--- config.mk ---
export PLATFORM = sky130hd
export DESIGN_NAME = mmio_axilite_arbiter
export DESIGN_NICKNAME = d
export VERILOG_FILES = /design/src/rtl/mmio_axilite_arbiter.sv
export SDC_FILE = /design/constraint.sdc
export NUM_CORES = 1
export LEC_CHECK = 0
export BUFFER_PORTS_ARGS = -buffer_cell sky130_fd_sc_hd__buf_2
export CAP_MARGIN = 20
export CELL_PAD_IN_SITES_DETAIL_PLACEMENT = 0
export CELL_PAD_IN_SITES_GLOBAL_PLACEMENT = 1
export CORE_UTILIZATION = 33
export CTS_BUF_LIST = sky130_fd_sc_hd__clkbuf_4 sky130_fd_sc_hd__clkbuf_8
export CTS_CLUSTER_DIAMETER = 150
export DETAILED_ROUTE_END_ITERATION = 12
export PLACE_DENSITY_LB_ADDON = 0.1
export SYNTH_ARGS = -nofsm -noshare
export SYNTH_HDL_FRONTEND = slang
export SYNTH_SLANG_ARGS = --single-unit
--- constraint.sdc ---
create_clock -name clk -period 3.4 [get_ports clk]
set_input_delay 0.51 -clock clk [delete_from_list [all_inputs] [get_ports clk]]
set_output_delay 0.51 -clock clk [all_outputs]
set_load 0.005 [all_outputs]
--- src/rtl/mmio_axilite_arbiter.sv ---
// mmio_axilite_arbiter: round-robin sharing of one lcl_mmio channel between
// N_REQ single-beat requesters. One transaction in flight at a time.
//
// Optional feature macro: MMIO_ARB_TIMEOUT_EN (WAIT-state timeout, reports a
// failed response with all-ones read data when it expires).
//
// Ports:
//   clk, resetn                  clock, synchronous active-low reset
//   req_valid/wr/addr/din        per-requester request, held until req_done
//   req_done                     one-cycle completion pulse to the owner
//   rsp_dout, rsp_failed         response payload, valid with req_done, held
//   busy, grant_id               status: not idle / current-or-last owner
//   lcl_mmio_wr/rd/addr/din      strobes and payload to the shim
//   lcl_mmio_ack/rsp/dout/dv     completion from the shim
module mmio_axilite_arbiter #(
  parameter int unsigned N_REQ          = 2,
  parameter int unsigned ID_W           = 3,
  parameter int unsigned TIMEOUT_CYCLES = 1024
) (
  input  logic                  clk,
  input  logic                  resetn,
  input  logic [N_REQ-1:0]      req_valid,
  input  logic [N_REQ-1:0]      req_wr,
  input  logic [32*N_REQ-1:0]   req_addr,
  input  logic [32*N_REQ-1:0]   req_din,
  output logic [N_REQ-1:0]      req_done,
  output logic [31:0]           rsp_dout,
  output logic                  rsp_failed,
  output logic                  busy,
  output logic [ID_W-1:0]       grant_id,
  output logic                  lcl_mmio_wr,
  output logic                  lcl_mmio_rd,
  output logic [31:0]           lcl_mmio_addr,
  output logic [31:0]           lcl_mmio_din,
  input  logic                  lcl_mmio_ack,
  input  logic                  lcl_mmio_rsp,
  input  logic [31:0]           lcl_mmio_dout,
  input  logic                  lcl_mmio_dv
);

  typedef enum logic [1:0] {S_IDLE, S_ISSUE, S_WAIT, S_DONE} state_t;

  state_t              r_state, w_state_nxt;
  logic [ID_W-1:0]     r_ptr, w_ptr_nxt;
  logic                r_wr_type, w_wr_type_nxt;
  logic [ID_W-1:0]     w_grant_nxt;
  logic [31:0]         w_addr_nxt, w_din_nxt, w_dout_nxt;
  logic                w_failed_nxt, w_busy_nxt, w_mwr_nxt, w_mrd_nxt;
  logic [N_REQ-1:0]    w_done_nxt, w_grant_1hot;

  logic                w_any, w_found, w_pick_wr, w_cmpl, w_tout;
  logic [ID_W-1:0]     w_pick;
  logic [31:0]         w_pick_addr, w_pick_din;

  // Round-robin pick: lowest valid index >= r_ptr, else lowest valid overall.
  always_comb begin
    w_any       = |req_valid;
    w_found     = 1'b0;
    w_pick      = '0;
    w_pick_wr   = 1'b0;
    w_pick_addr = '0;
    w_pick_din  = '0;
    for (int j = N_REQ - 1; j >= 0; j--) begin
      if (req_valid[j] && (ID_W'(j) >= r_ptr)) begin
        w_found     = 1'b1;
        w_pick      = ID_W'(j);
        w_pick_wr   = req_wr[j];
        w_pick_addr = req_addr[j*32 +: 32];
        w_pick_din  = req_din[j*32 +: 32];
      end
    end
    if (!w_found) begin
      for (int j = N_REQ - 1; j >= 0; j--) begin
        if (req_valid[j]) begin
          w_pick      = ID_W'(j);
          w_pick_wr   = req_wr[j];
          w_pick_addr = req_addr[j*32 +: 32];
          w_pick_din  = req_din[j*32 +: 32];
        end
      end
    end
  end

  // One-hot of the owner, used for the req_done pulse.
  always_comb begin
    w_grant_1hot = '0;
    for (int j = 0; j < N_REQ; j++) begin
      w_grant_1hot[j] = (grant_id == ID_W'(j));
    end
  end

  // Only the strobe matching the transaction type counts as completion.
  assign w_cmpl = ((r_state == S_ISSUE) || (r_state == S_WAIT)) &&
                  (r_wr_type ? lcl_mmio_ack : lcl_mmio_dv);

`ifdef MMIO_ARB_TIMEOUT_EN
  localparam int unsigned CNT_W = $clog2(TIMEOUT_CYCLES + 1);
  logic [CNT_W-1:0] r_tcnt;

  // Counts WAIT cycles; restarts for every issued transaction.
  always_ff @(posedge clk) begin
    if (!resetn || (r_state == S_ISSUE)) r_tcnt <= '0;
    else if (r_state == S_WAIT)         r_tcnt <= r_tcnt + CNT_W'(1);
  end

  assign w_tout = (r_state == S_WAIT) && (r_tcnt == CNT_W'(TIMEOUT_CYCLES - 1));
`else
  localparam bit TOUT_EN = 1'b0;
  assign w_tout = TOUT_EN && (TIMEOUT_CYCLES != 0);
`endif

  // State register.
  always_ff @(posedge clk) begin
    if (!resetn) r_state <= S_IDLE;
    else         r_state <= w_state_nxt;
  end

  // Next-state logic.
  always_comb begin
    w_state_nxt = r_state;
    case (r_state)
      S_IDLE:  if (w_any) w_state_nxt = S_ISSUE;
      S_ISSUE: w_state_nxt = w_cmpl ? S_DONE : S_WAIT;
      S_WAIT:  if (w_cmpl || w_tout) w_state_nxt = S_DONE;
      S_DONE:  w_state_nxt = S_IDLE;
      default: w_state_nxt = S_IDLE;
    endcase
  end

  // Output logic: next values for the registered outputs.
  always_comb begin
    w_grant_nxt   = grant_id;
    w_addr_nxt    = lcl_mmio_addr;
    w_din_nxt     = lcl_mmio_din;
    w_wr_type_nxt = r_wr_type;
    w_dout_nxt    = rsp_dout;
    w_failed_nxt  = rsp_failed;
    w_ptr_nxt     = r_ptr;
    w_done_nxt    = '0;
    w_mwr_nxt     = 1'b0;
    w_mrd_nxt     = 1'b0;
    w_busy_nxt    = (w_state_nxt != S_IDLE);
    case (r_state)
      S_IDLE: begin
        if (w_any) begin
          w_grant_nxt   = w_pick;
          w_addr_nxt    = w_pick_addr;
          w_din_nxt     = w_pick_din;
          w_wr_type_nxt = w_pick_wr;
          w_mwr_nxt     = w_pick_wr;
          w_mrd_nxt     = !w_pick_wr;
        end
      end
      S_ISSUE, S_WAIT: begin
        if (w_cmpl) begin
          w_failed_nxt = lcl_mmio_rsp;
          w_dout_nxt   = r_wr_type ? 32'h0 : lcl_mmio_dout;
          w_done_nxt   = w_grant_1hot;
        end else if (w_tout) begin
          w_failed_nxt = 1'b1;
          w_dout_nxt   = 32'hFFFF_FFFF;
          w_done_nxt   = w_grant_1hot;
        end
      end
      S_DONE: begin
        w_ptr_nxt = (grant_id == ID_W'(N_REQ - 1)) ? '0 : grant_id + ID_W'(1);
      end
      default: ;
    endcase
  end

  // Output / datapath registers.
  always_ff @(posedge clk) begin
    if (!resetn) begin
      r_ptr         <= '0;
      r_wr_type     <= 1'b0;
      grant_id      <= '0;
      lcl_mmio_addr <= '0;
      lcl_mmio_din  <= '0;
      lcl_mmio_wr   <= 1'b0;
      lcl_mmio_rd   <= 1'b0;
      rsp_dout      <= '0;
      rsp_failed    <= 1'b0;
      req_done      <= '0;
      busy          <= 1'b0;
    end else begin
      r_ptr         <= w_ptr_nxt;
      r_wr_type     <= w_wr_type_nxt;
      grant_id      <= w_grant_nxt;
      lcl_mmio_addr <= w_addr_nxt;
      lcl_mmio_din  <= w_din_nxt;
      lcl_mmio_wr   <= w_mwr_nxt;
      lcl_mmio_rd   <= w_mrd_nxt;
      rsp_dout      <= w_dout_nxt;
      rsp_failed    <= w_failed_nxt;
      req_done      <= w_done_nxt;
      busy          <= w_busy_nxt;
    end
  end

endmodule

==> results of run 1 <==
==> flip-flops by register name (all words and copies together) (netlist names) <==
| name | cells |
|---|---|
| r_wr_type | 1 |
| lcl_mmio_wr | 1 |
| r_state | 2 |
| req_done | 2 |
| rsp_dout | 32 |
| grant_id | 1 |
| r_ptr | 1 |
| rsp_failed | 1 |
| lcl_mmio_rd | 1 |
| lcl_mmio_din | 32 |
| busy | 1 |
| lcl_mmio_addr | 32 |
==> routing by layer <==
layer	global-route usage (%)	routed length, um	vias up
met5	0	0	-
met4	8.14	198	0
met3	4.29	1100	12
met2	37.3	7130	198
met1	23.5	5610	2048
li1	-	-	2056
==> layout make-up <==
cell class                      instances  area [um^2]
Tap cell                              168          210
Clock inverter                          5          100
Clock buffer                           11          145
Multi-Input combinational cell        246         1810
Inverter                                4         15.0
Fill cell                            1242         6380
Sequential cell                       107         2140
Timing Repair Buffer                  279         1420
==> per-stage QoR <==
step	utilization, %	total power [mW]	area (um^2)	worst slack [ns]	cells
after floorplan	-	2.91	4200	1.87	403
after global placement	45.8	3.58	5590	1.36	804
after detailed placement	45.8	3.61	5590	1.33	804
after CTS	47.8	4.58	5840	1.34	820
after global routing	47.8	4.84	5840	1.11	820
final	47.8	4.53	5840	1.37	820
==> cell usage in the layout (no fill, tap or decap), types with 6 or more instances in the layout <==
| cell type | count |
|---|---|
| o31ai_1 | 46 |
| a221o_1 | 19 |
| dfxtp_1 | 107 |
| buf_4 | 8 |
| a22o_1 | 32 |
| nand2_1 | 6 |
| buf_2 | 271 |
| o32ai_1 | 45 |
| and3_1 | 20 |
| nor2_1 | 48 |
| clkbuf_8 | 10 |
==> power groups by stage <==
stage,clock [mW],sequential (mW),combinational (mW)
after floorplan,0,1.91,1.00
after global placement,0,1.88,1.71
after detailed placement,0,1.88,1.73
after CTS,0.981,1.86,1.74
after global routing,1.02,1.90,1.92
final,0.944,1.86,1.73
==> cells by family (layout without fill, tap and decap cells) <==
family | Yosys count | in the layout | synth area share (%)
simple gates | 85 | 85 | 10.1
other cells | 1 | 2 | 0.0895
flops | 107 | 107 | 51.1
compound gates | 153 | 153 | 30.8
mux | 2 | 2 | 0.597
fa+ha+maj | 4 | 4 | 1.19
buf+inv | 50 | 299 | 6.06
==> worst max path at each step <==
| stage | from | endpoint | slack (ns) | cells after the start |
|---|---|---|---|---|
| floorplan | r_state[0] | rsp_dout[10] | 1.87 | 6 |
| global placement | req_valid[0] | lcl_mmio_din[11] | 1.36 | 4 |
| detailed placement | req_valid[0] | lcl_mmio_din[15] | 1.33 | 4 |
| CTS | r_state[0] | r_state[0] | 1.34 | 5 |
| global route | r_state[0] | r_state[0] | 1.11 | 5 |
| finish | r_state[0] | r_state[0] | 1.37 | 5 |
==> run_results.csv, run 1 <==
group,metric,value,unit
setup_path,cp-end-kind,"register",
floorplan,row_count,40,
setup_path,critPathBufInv,1,
setup_path,slowest_stage,"o21a_2",
logic_synthesis,ys_types,32,
pwr,pwr-share-clk,20.8,%
setup_path,reg2reg_from,"r_state[0]",
floorplan,die_h,115,um
placement,hpwl,9610,um
routing,wirelength,14000,um
timing,tightest_slew,0.956,ns
setup_path,path_cells,"inv_1 -> ha_1 -> o21a_2 -> o21ai_0 -> o31ai_1",
placement,numPortBuffers,271,
min_path,worstHoldPathType,"in2reg",
setup_path,reg2reg_slack,1.37,ns
cells_and_area,n_antenna_cell,0,
pwr,switching_share,35.1,%
cells_and_area,syn2layout_area_growth,39.2,%
setup_path,start_kind,"register",
logic_synthesis,synth-edff-count,0,
routing,drtIter0Drc,277,
logic_synthesis,ys_warn_count,0,
pwr,p_comb_share,38.2,%
cts,cts_tree,"built",
logic_synthesis,ys_top_cells_by_count,"dfxtp_1 (107), nor2_1 (48), o31ai_1 (46)",
placement,gp_congestion,0.740,
routing,wl_per_cell,17.1,um
cells_and_area,drive_gt1_share,46.9,%
routing,via_count,4314,
logic_synthesis,synth_top_area_cell,"dfxtp_1",
setup_path,cp.arrival,2.32,ns
timing,period_needed,2.03,ns
logic_synthesis,syn_inst,402,
logic_synthesis,synth_flop_cell,"dfxtp_1",
cts,numCtsBuffers,9,
logic_synthesis,ys_ff_latch,107,
floorplan,die_area,13200,um^2
timing,slew_violations,0,
pwr,p_sw,1.59,mW
global_routing,grt-ovfl-total,0,
routing,firstDrtPassIters,4,
setup_path,worstPathRequired,3.69,ns
pwr,pwr_density_cell,777,nW/um^2
routing,vias_per_cell,5.26,
pwr,p_int,2.94,mW
pwr,p_leak,2.90,nW
setup_path,cp_max_fo,48,
global_routing,grt_max_degree,49,
cts,clkSlewWorstSetupHoldPaths,0.10,ns
pwr,p_seq_share,41.0,%
logic_synthesis,synth_top_area_share,51.1,%
setup_path,rr_endpoint,"r_state[0]",
cts,cts.sinks,107,
global_routing,grt_pass1_vias,4024,
cts,cts_resized,0,
logic_synthesis,synthArstFlopShare,0,%
global_routing,grt_pass1_wl,20800,um
setup_path,crit_type,"reg2reg",
cts,post_cts_buffers,0,
floorplan,initial_core_util,34.3,%
routing,drcViolationCount,0,
pwr,ir_drop,0.000369,V
logic_synthesis,ys_seq_area_share,51.1,%
logic_synthesis,yosys-top-cells-area,"dfxtp_1 (51%), o32ai_1 (9.4%), o31ai_1 (8.2%), a22o_1 (6.7%), a221o_1 (4.5%)",
floorplan,io_pins,274,
timing,rsz0062_at_grt,"no",
floorplan,die_w,115,um
min_path,worstHoldStart,"lcl_mmio_dout[19]",
timing,fmax,492,MHz
cts,htree_levels,3,
setup_path,cp_top_family,"compound AO/OA/AOI/OAI gates",
global_routing,antenna_found_initial,0,
logic_synthesis,synth_area,4190,um^2
job,cap_violations,0,
cts,clockBufferDepth,2,
timing,relSlewSlack,36.2,%
timing,final_hold_viol_count,0,
floorplan,core,12200,um^2
timing,setup_tns,0,ns
routing,ant_nets,0,
logic_synthesis,synth.avg_cell_area,10.4,um^2
timing,clock_skew,0.00776,ns
timing,finalCritPeriodShare,59.7,%
min_path,min_path_cells,2,
setup_path,r2r_cells,5,
setup_path,critPathMaxStageDelay,0.82,ns
cts,clkLatencyLatePin,0.38,ns
min_path,min_to,"rsp_dout[19]",
outcome,status,"finished, final reports clean",
logic_synthesis,synth.most_common_cell,"dfxtp_1",
cells_and_area,finalNetCount,820,
cts,ctsRootBufferMaster,"clkbuf_8",
timing,holdWs,0.332,ns
global_routing,grt_usage,20.5,%
cts,cts_hold_buf,0,
timing,setup_violations,0,
Power figures use the tool's default switching activity.
==> run 2, diff against run 1 <==
Settings changed: ABC_AREA set to 1, CORE_UTILIZATION 33 to 27.
Clock period 3.4 ns to 1.74 ns, I/O delays scaled along.
==> run_results.csv, run 2 <==
group,metric,value,unit
routing,vias_per_cell,4.45,
timing,setup_tns,0,ns
logic_synthesis,synth.most_common_cell,"nand2_1",
floorplan,die_area,19000,um^2
cts,cts_tree,"built",
logic_synthesis,synth_top_area_share,42.9,%
cts,ctsRootBufferMaster,"clkbuf_8",
setup_path,start_kind,"register",
logic_synthesis,synth_area,4990,um^2
timing,clock_skew,0.0113,ns
min_path,worstHoldStart,"req_din[11]",
cells_and_area,n_antenna_cell,0,
setup_path,cp_max_fo,20,
cts,cts_hold_buf,0,
logic_synthesis,synth_top_area_cell,"dfxtp_1",
routing,wl_per_cell,13.7,um
timing,holdWs,0.0489,ns
logic_synthesis,syn_inst,767,
setup_path,cp-end-kind,"register",
logic_synthesis,ys_ff_latch,107,
setup_path,path_cells,"inv_1 -> ha_1 -> buf_4 -> nand2_1 -> inv_1 -> buf_4 -> nand3_1 -> nand2_1 -> nand2_1 -> nand2_1",
global_routing,grt_usage,18.0,%
cells_and_area,syn2layout_area_growth,36.3,%
logic_synthesis,ys_seq_area_share,42.9,%
pwr,power,9.16,mW
pwr,ir_drop,0.000472,V
job,cap_violations,0,
setup_path,crit_type,"reg2reg",
cells_and_area,layout_commonest_cell,"buf_2",
cts,clkSlewWorstSetupHoldPaths,0.11,ns
cells_and_area,drive_gt1_share,31.3,%
setup_path,critPathMaxStageDelay,0.40,ns
logic_synthesis,ys_warn_count,0,
placement,hpwl,12100,um
cells_and_area,reg_top3,"lcl_mmio_addr: 32 flops, lcl_mmio_din: 32 flops, rsp_dout: 32 flops",
global_routing,grt_pass1_wl,27700,um
routing,drtIter0Drc,205,
cells_and_area,final_core_util,37.8,%
setup_path,r2r_cells,10,
floorplan,row_count,49,
logic_synthesis,synth.avg_cell_area,6.51,um^2
placement,placed_area,6600,um^2
logic_synthesis,synth-edff-count,0,
global_routing,grt_pass1_vias,5243,
cts,clkLatencyLatePin,0.39,ns
timing,fmax,667,MHz
outcome,status,"finished, final reports clean",
timing,period_needed,1.50,ns
pwr,p_leak,3.89,nW
timing,setup_violations,0,
min_path,min_to,"lcl_mmio_din[11]",
setup_path,reg2reg_from,"r_state[0]",
logic_synthesis,ys_top_cells_by_count,"nand2_1 (220), nand3_1 (145), nor2_1 (128)",
cts,post_cts_buffers,0,
routing,via_count,5562,
cells_and_area,mostFrequentLayoutCells,"buf_2 (270), nand2_1 (219), nand3_1 (145)",
cts,htree_levels,3,
cells_and_area,finalNetCount,1188,
global_routing,grt_max_degree,46,
routing,wirelength,17200,um
logic_synthesis,synth_flop_cell,"dfxtp_1",
routing,firstDrtPassIters,4,
setup_path,worstPathRequired,2.03,ns
setup_path,cp.arrival,1.79,ns
cts,cts.sinks,107,
min_path,min_path_cells,3,
setup_path,reg2reg_slack,0.24,ns
cts,clockBufferDepth,2,
min_path,worstHoldPathType,"in2reg",
floorplan,die_w,138,um
routing,ant_nets,0,
placement,numPortBuffers,271,
logic_synthesis,ys_types,19,
setup_path,rr_endpoint,"lcl_mmio_din[13]",
cells_and_area,final_area,6810,um^2
pwr,pwr_density_cell,1340,nW/um^2
global_routing,grt-ovfl-total,0,
timing,rsz0062_at_grt,"no",
floorplan,initial_core_util,27.7,%
logic_synthesis,yosys-top-cells-area,"dfxtp_1 (43%), nand2_1 (17%), nand3_1 (15%), nor2_1 (9.6%), o21ai_0 (4.8%)",
floorplan,die_h,138,um
cells_and_area,regArea,2140,um^2
cells_and_area,multi_input_area,2420,um^2
timing,final_hold_viol_count,0,
cts,numCtsBuffers,9,
placement,gp_congestion,0.726,
cts,cts_resized,0,
cells_and_area,fillers,2043,
timing,slew_violations,0,
global_routing,antenna_found_initial,0,
timing,finalCritPeriodShare,86.2,%
floorplan,io_pins,274,
floorplan,core,18000,um^2
logic_synthesis,synthArstFlopShare,0,%
setup_path,crit_top_cell,"nand2_1",
routing,drcViolationCount,0,
setup_path,slowest_stage,"dfxtp_1",
run 2: kinds of logic after synthesis:
group	count (synthesis)	synth area share, %
and+or+nand+nor	499	41.7
DFF	107	42.9
buffers and inverters	104	9.09
AOI/OAI and AO/OA	52	5.21
adders and majority gates	4	1.00
other	1	0.0751
run 2: report_power, final:
part           total, mW  switching [mW]  internal [mW]
Sequential          3.60           0.361           3.24
Combinational       3.89            2.31           1.59
Clock               1.67           0.974          0.694
Total               9.16            3.64           5.52
run 2: cell type report:
type,instances,share of cell area (%)
multi-input combinational,557,35.5
sequential,107,31.5
timing repair buffer,295,23.3
tap,229,4.21
inverter,45,2.48
clock buffer,9,1.82
clock inverter,7,1.23
run 2: metal layers:
layer  vias up  global-route usage (%)  part of all wire (%)  wire [um]
met5         -                       0                     0          0
met4         0                    5.26                   1.8        303
met3        19                    4.92                   6.6       1120
met2       172                    28.3                    46       7870
met1      2470                    23.9                    46       7860
li1       2901                       -                     -          -
run 2: worst max path at each step:
stage,cells after the start,slack [ns],startpoint,end
6_report,10,0.24,r_state[0],lcl_mmio_din[13]
5_1_grt,7,0.04,r_state[0],lcl_mmio_addr[1]
4_1_cts,10,0.23,r_state[0],lcl_mmio_din[13]
3_5_place_dp,10,0.26,r_state[0],lcl_mmio_din[2]
3_3_place_gp,10,0.28,r_state[0],lcl_mmio_din[11]
2_1_floorplan,7,0.34,r_state[0],busy
run 2: worst max-delay path: cells and delay by family, from the launching register on:
kind | cells | cell delay [ns]
adder cells (fa/ha/maj) | 1 | 0.22
buffers and inverters | 4 | 0.47
flip-flops | 1 | 0.40
AND/OR/NAND/NOR | 5 | 0.31
run 2: through the flow:
stage / setup slack [ns] / std cells
2_1_floorplan: 0.340 / 768
3_3_place_gp: 0.283 / 1233
3_5_place_dp: 0.256 / 1233
4_1_cts: 0.229 / 1249
5_1_grt: 0.0419 / 1249
6_report: 0.241 / 1249
==> run 3, diff against run 2 <==
Settings changed: CORE_MARGIN set to 1.5.
==> run_results.csv, run 3 (synthesis results as in run 2) <==
group,metric,value,unit
pwr,p_comb_share,43.7,%
routing,firstDrtPassIters,4,
routing,drtIter0Drc,194,
timing,slew_violations,0,
pwr,ir_drop,0.000437,V
setup_path,slowest_stage,"dfxtp_1",
cts,cts.sinks,107,
global_routing,grt-ovfl-total,0,
cts,cts_hold_buf,0,
timing,final_hold_viol_count,0,
placement,numPortBuffers,271,
cts,cts_resized,0,
floorplan,row_count,49,
routing,via_count,5543,
job,cap_violations,0,
setup_path,critPathMaxStageDelay,0.35,ns
global_routing,grt_pass1_vias,5346,
cts,htree_levels,3,
timing,finalCritPeriodShare,89.4,%
timing,setup_violations,0,
pwr,pwr-share-clk,16.6,%
pwr,p_sw,3.65,mW
placement,placed_cells,1236,
cells_and_area,final_area,6840,um^2
cells_and_area,layout_commonest_cell,"buf_2",
setup_path,cp_top_family,"simple AND/OR/NAND/NOR gates",
floorplan,die_h,139,um
cells_and_area,finalNetCount,1191,
routing,drcViolationCount,0,
placement,hpwl,12500,um
min_path,worstHoldPathType,"in2reg",
cells_and_area,mostFrequentLayoutCells,"buf_2 (270), nand2_1 (219), nand3_1 (145)",
routing,ant_nets,0,
pwr,p_int,5.43,mW
floorplan,initial_core_util,27.7,%
pwr,switching_share,40.2,%
cts,clkLatencyLatePin,0.39,ns
pwr,p_seq_share,39.8,%
setup_path,crit_path_start,"r_state[0]",
timing,fmax,643,MHz
setup_path,worstPathRequired,2.08,ns
routing,wl_per_cell,13.8,um
cts,clockBufferDepth,2,
cts,cts_tree,"built",
cells_and_area,reg_top3,"lcl_mmio_addr: 32 flops, lcl_mmio_din: 32 flops, rsp_dout: 32 flops",
setup_path,reg2reg_from,"r_state[0]",
setup_path,rr_endpoint,"lcl_mmio_din[2]",
global_routing,grt_usage,17.8,%
cts,post_cts_buffers,0,
floorplan,core,18000,um^2
floorplan,die_w,139,um
timing,period_needed,1.56,ns
setup_path,start_kind,"register",
cts,clkSlewWorstSetupHoldPaths,0.11,ns
setup_path,critPathBufInv,3,
pwr,p_leak,3.91,nW
setup_path,cp.arrival,1.89,ns
cells_and_area,syn2layout_area_growth,37.0,%
floorplan,die_area,19300,um^2
cts,numCtsBuffers,9,
outcome,status,"finished, final reports clean",
cells_and_area,drive_gt1_share,31.5,%
timing,rsz0062_at_grt,"no",
cells_and_area,final_cells,1254,
routing,wirelength,17300,um
setup_path,r2r_cells,9,
timing,clock_skew,0.0148,ns
setup_path,path_cells,"inv_1 -> ha_1 -> inv_2 -> nor2_4 -> nand2_2 -> nor2_4 -> buf_12 -> nand2_1 -> nand2_1",
pwr,pwr_density_cell,1330,nW/um^2
timing,setup_tns,0,ns
setup_path,crit_type,"reg2reg",
placement,gp_congestion,0.758,
global_routing,grt_max_degree,35,
setup_path,cp_max_fo,19,
routing,vias_per_cell,4.42,
pwr,power,9.08,mW
timing,holdWs,0.0575,ns
cts,ctsRootBufferMaster,"clkbuf_8",
global_routing,antenna_found_initial,2,
setup_path,crit_end,"lcl_mmio_din[2]",
floorplan,io_pins,274,
setup_path,cp-end-kind,"register",
setup_path,cp.depth,9,
global_routing,grt_pass1_wl,27800,um
placement,placed_area,6650,um^2
setup_path,reg2reg_slack,0.18,ns
-- run 3: changes by cell type in the layout (fill, tap and decap cells not counted), sizes merged --
cell	delta
bufinv	-1
inv	+1
clkinv	+1
diode	+2
clkinvlp	-1
buf	+3
-- run 3: cell type report --
type / instances / area [um^2]
Clock buffer: 9 / 124
Clock inverter: 7 / 60.1
Tap cell: 229 / 287
Antenna cell: 2 / 5.00
Fill cell: 2024 / 11200
Sequential cell: 107 / 2140
Multi-Input combinational cell: 557 / 2420
Inverter: 45 / 169
Timing Repair Buffer: 298 / 1640
-- run 3: worst reg2reg max path, delay by kind of cell (launching register included) --
family                     cells  cell delay, ns
adders and majority gates      1            0.33
and+or+nand+nor                5            0.50
buffers and inverters          3            0.33
DFF                            1            0.35
-- run 3: layer usage --
layer  vias up  track usage [%]  routed length, um
met5         -                0                  0
met4         0             7.07                395
met3        25             4.11               1030
met2       171             27.7               7680
met1      2434             23.8               8240
li1       2913                -                  -
-- run 3: power groups by stage --
stage          sequential (mW)  clock (mW)  combinational (mW)
5_1_grt                   3.72        1.67                4.50
3_3_place_gp              3.67           0                4.05
3_5_place_dp              3.66           0                4.05
2_1_floorplan             3.72           0                2.09
4_1_cts                   3.61        1.59                4.06
6_report                  3.61        1.50                3.97
-- run 3: worst min-delay path by stage --
stage | startpoint | end | slack [ns] | depth (start not counted)
finish | req_din[6] | lcl_mmio_din[6] | 0.06 | 3
global route | req_din[7] | lcl_mmio_din[7] | 0.03 | 3
CTS | req_din[0] | lcl_mmio_din[0] | 0.03 | 3
detailed placement | rsp_failed | rsp_failed | 0.45 | 2
global placement | rsp_failed | rsp_failed | 0.45 | 2
floorplan | req_din[0] | lcl_mmio_din[0] | 0.36 | 2
-- run 3: metrics by stage --
step / setup WS [ns] / utilization (%)
after global routing: 0.00462 / 38.0
final: 0.184 / 38.0
after CTS: 0.127 / 37.9
after global placement: 0.192 / 36.9
after floorplan: 0.340 / -
after detailed placement: 0.147 / 36.9
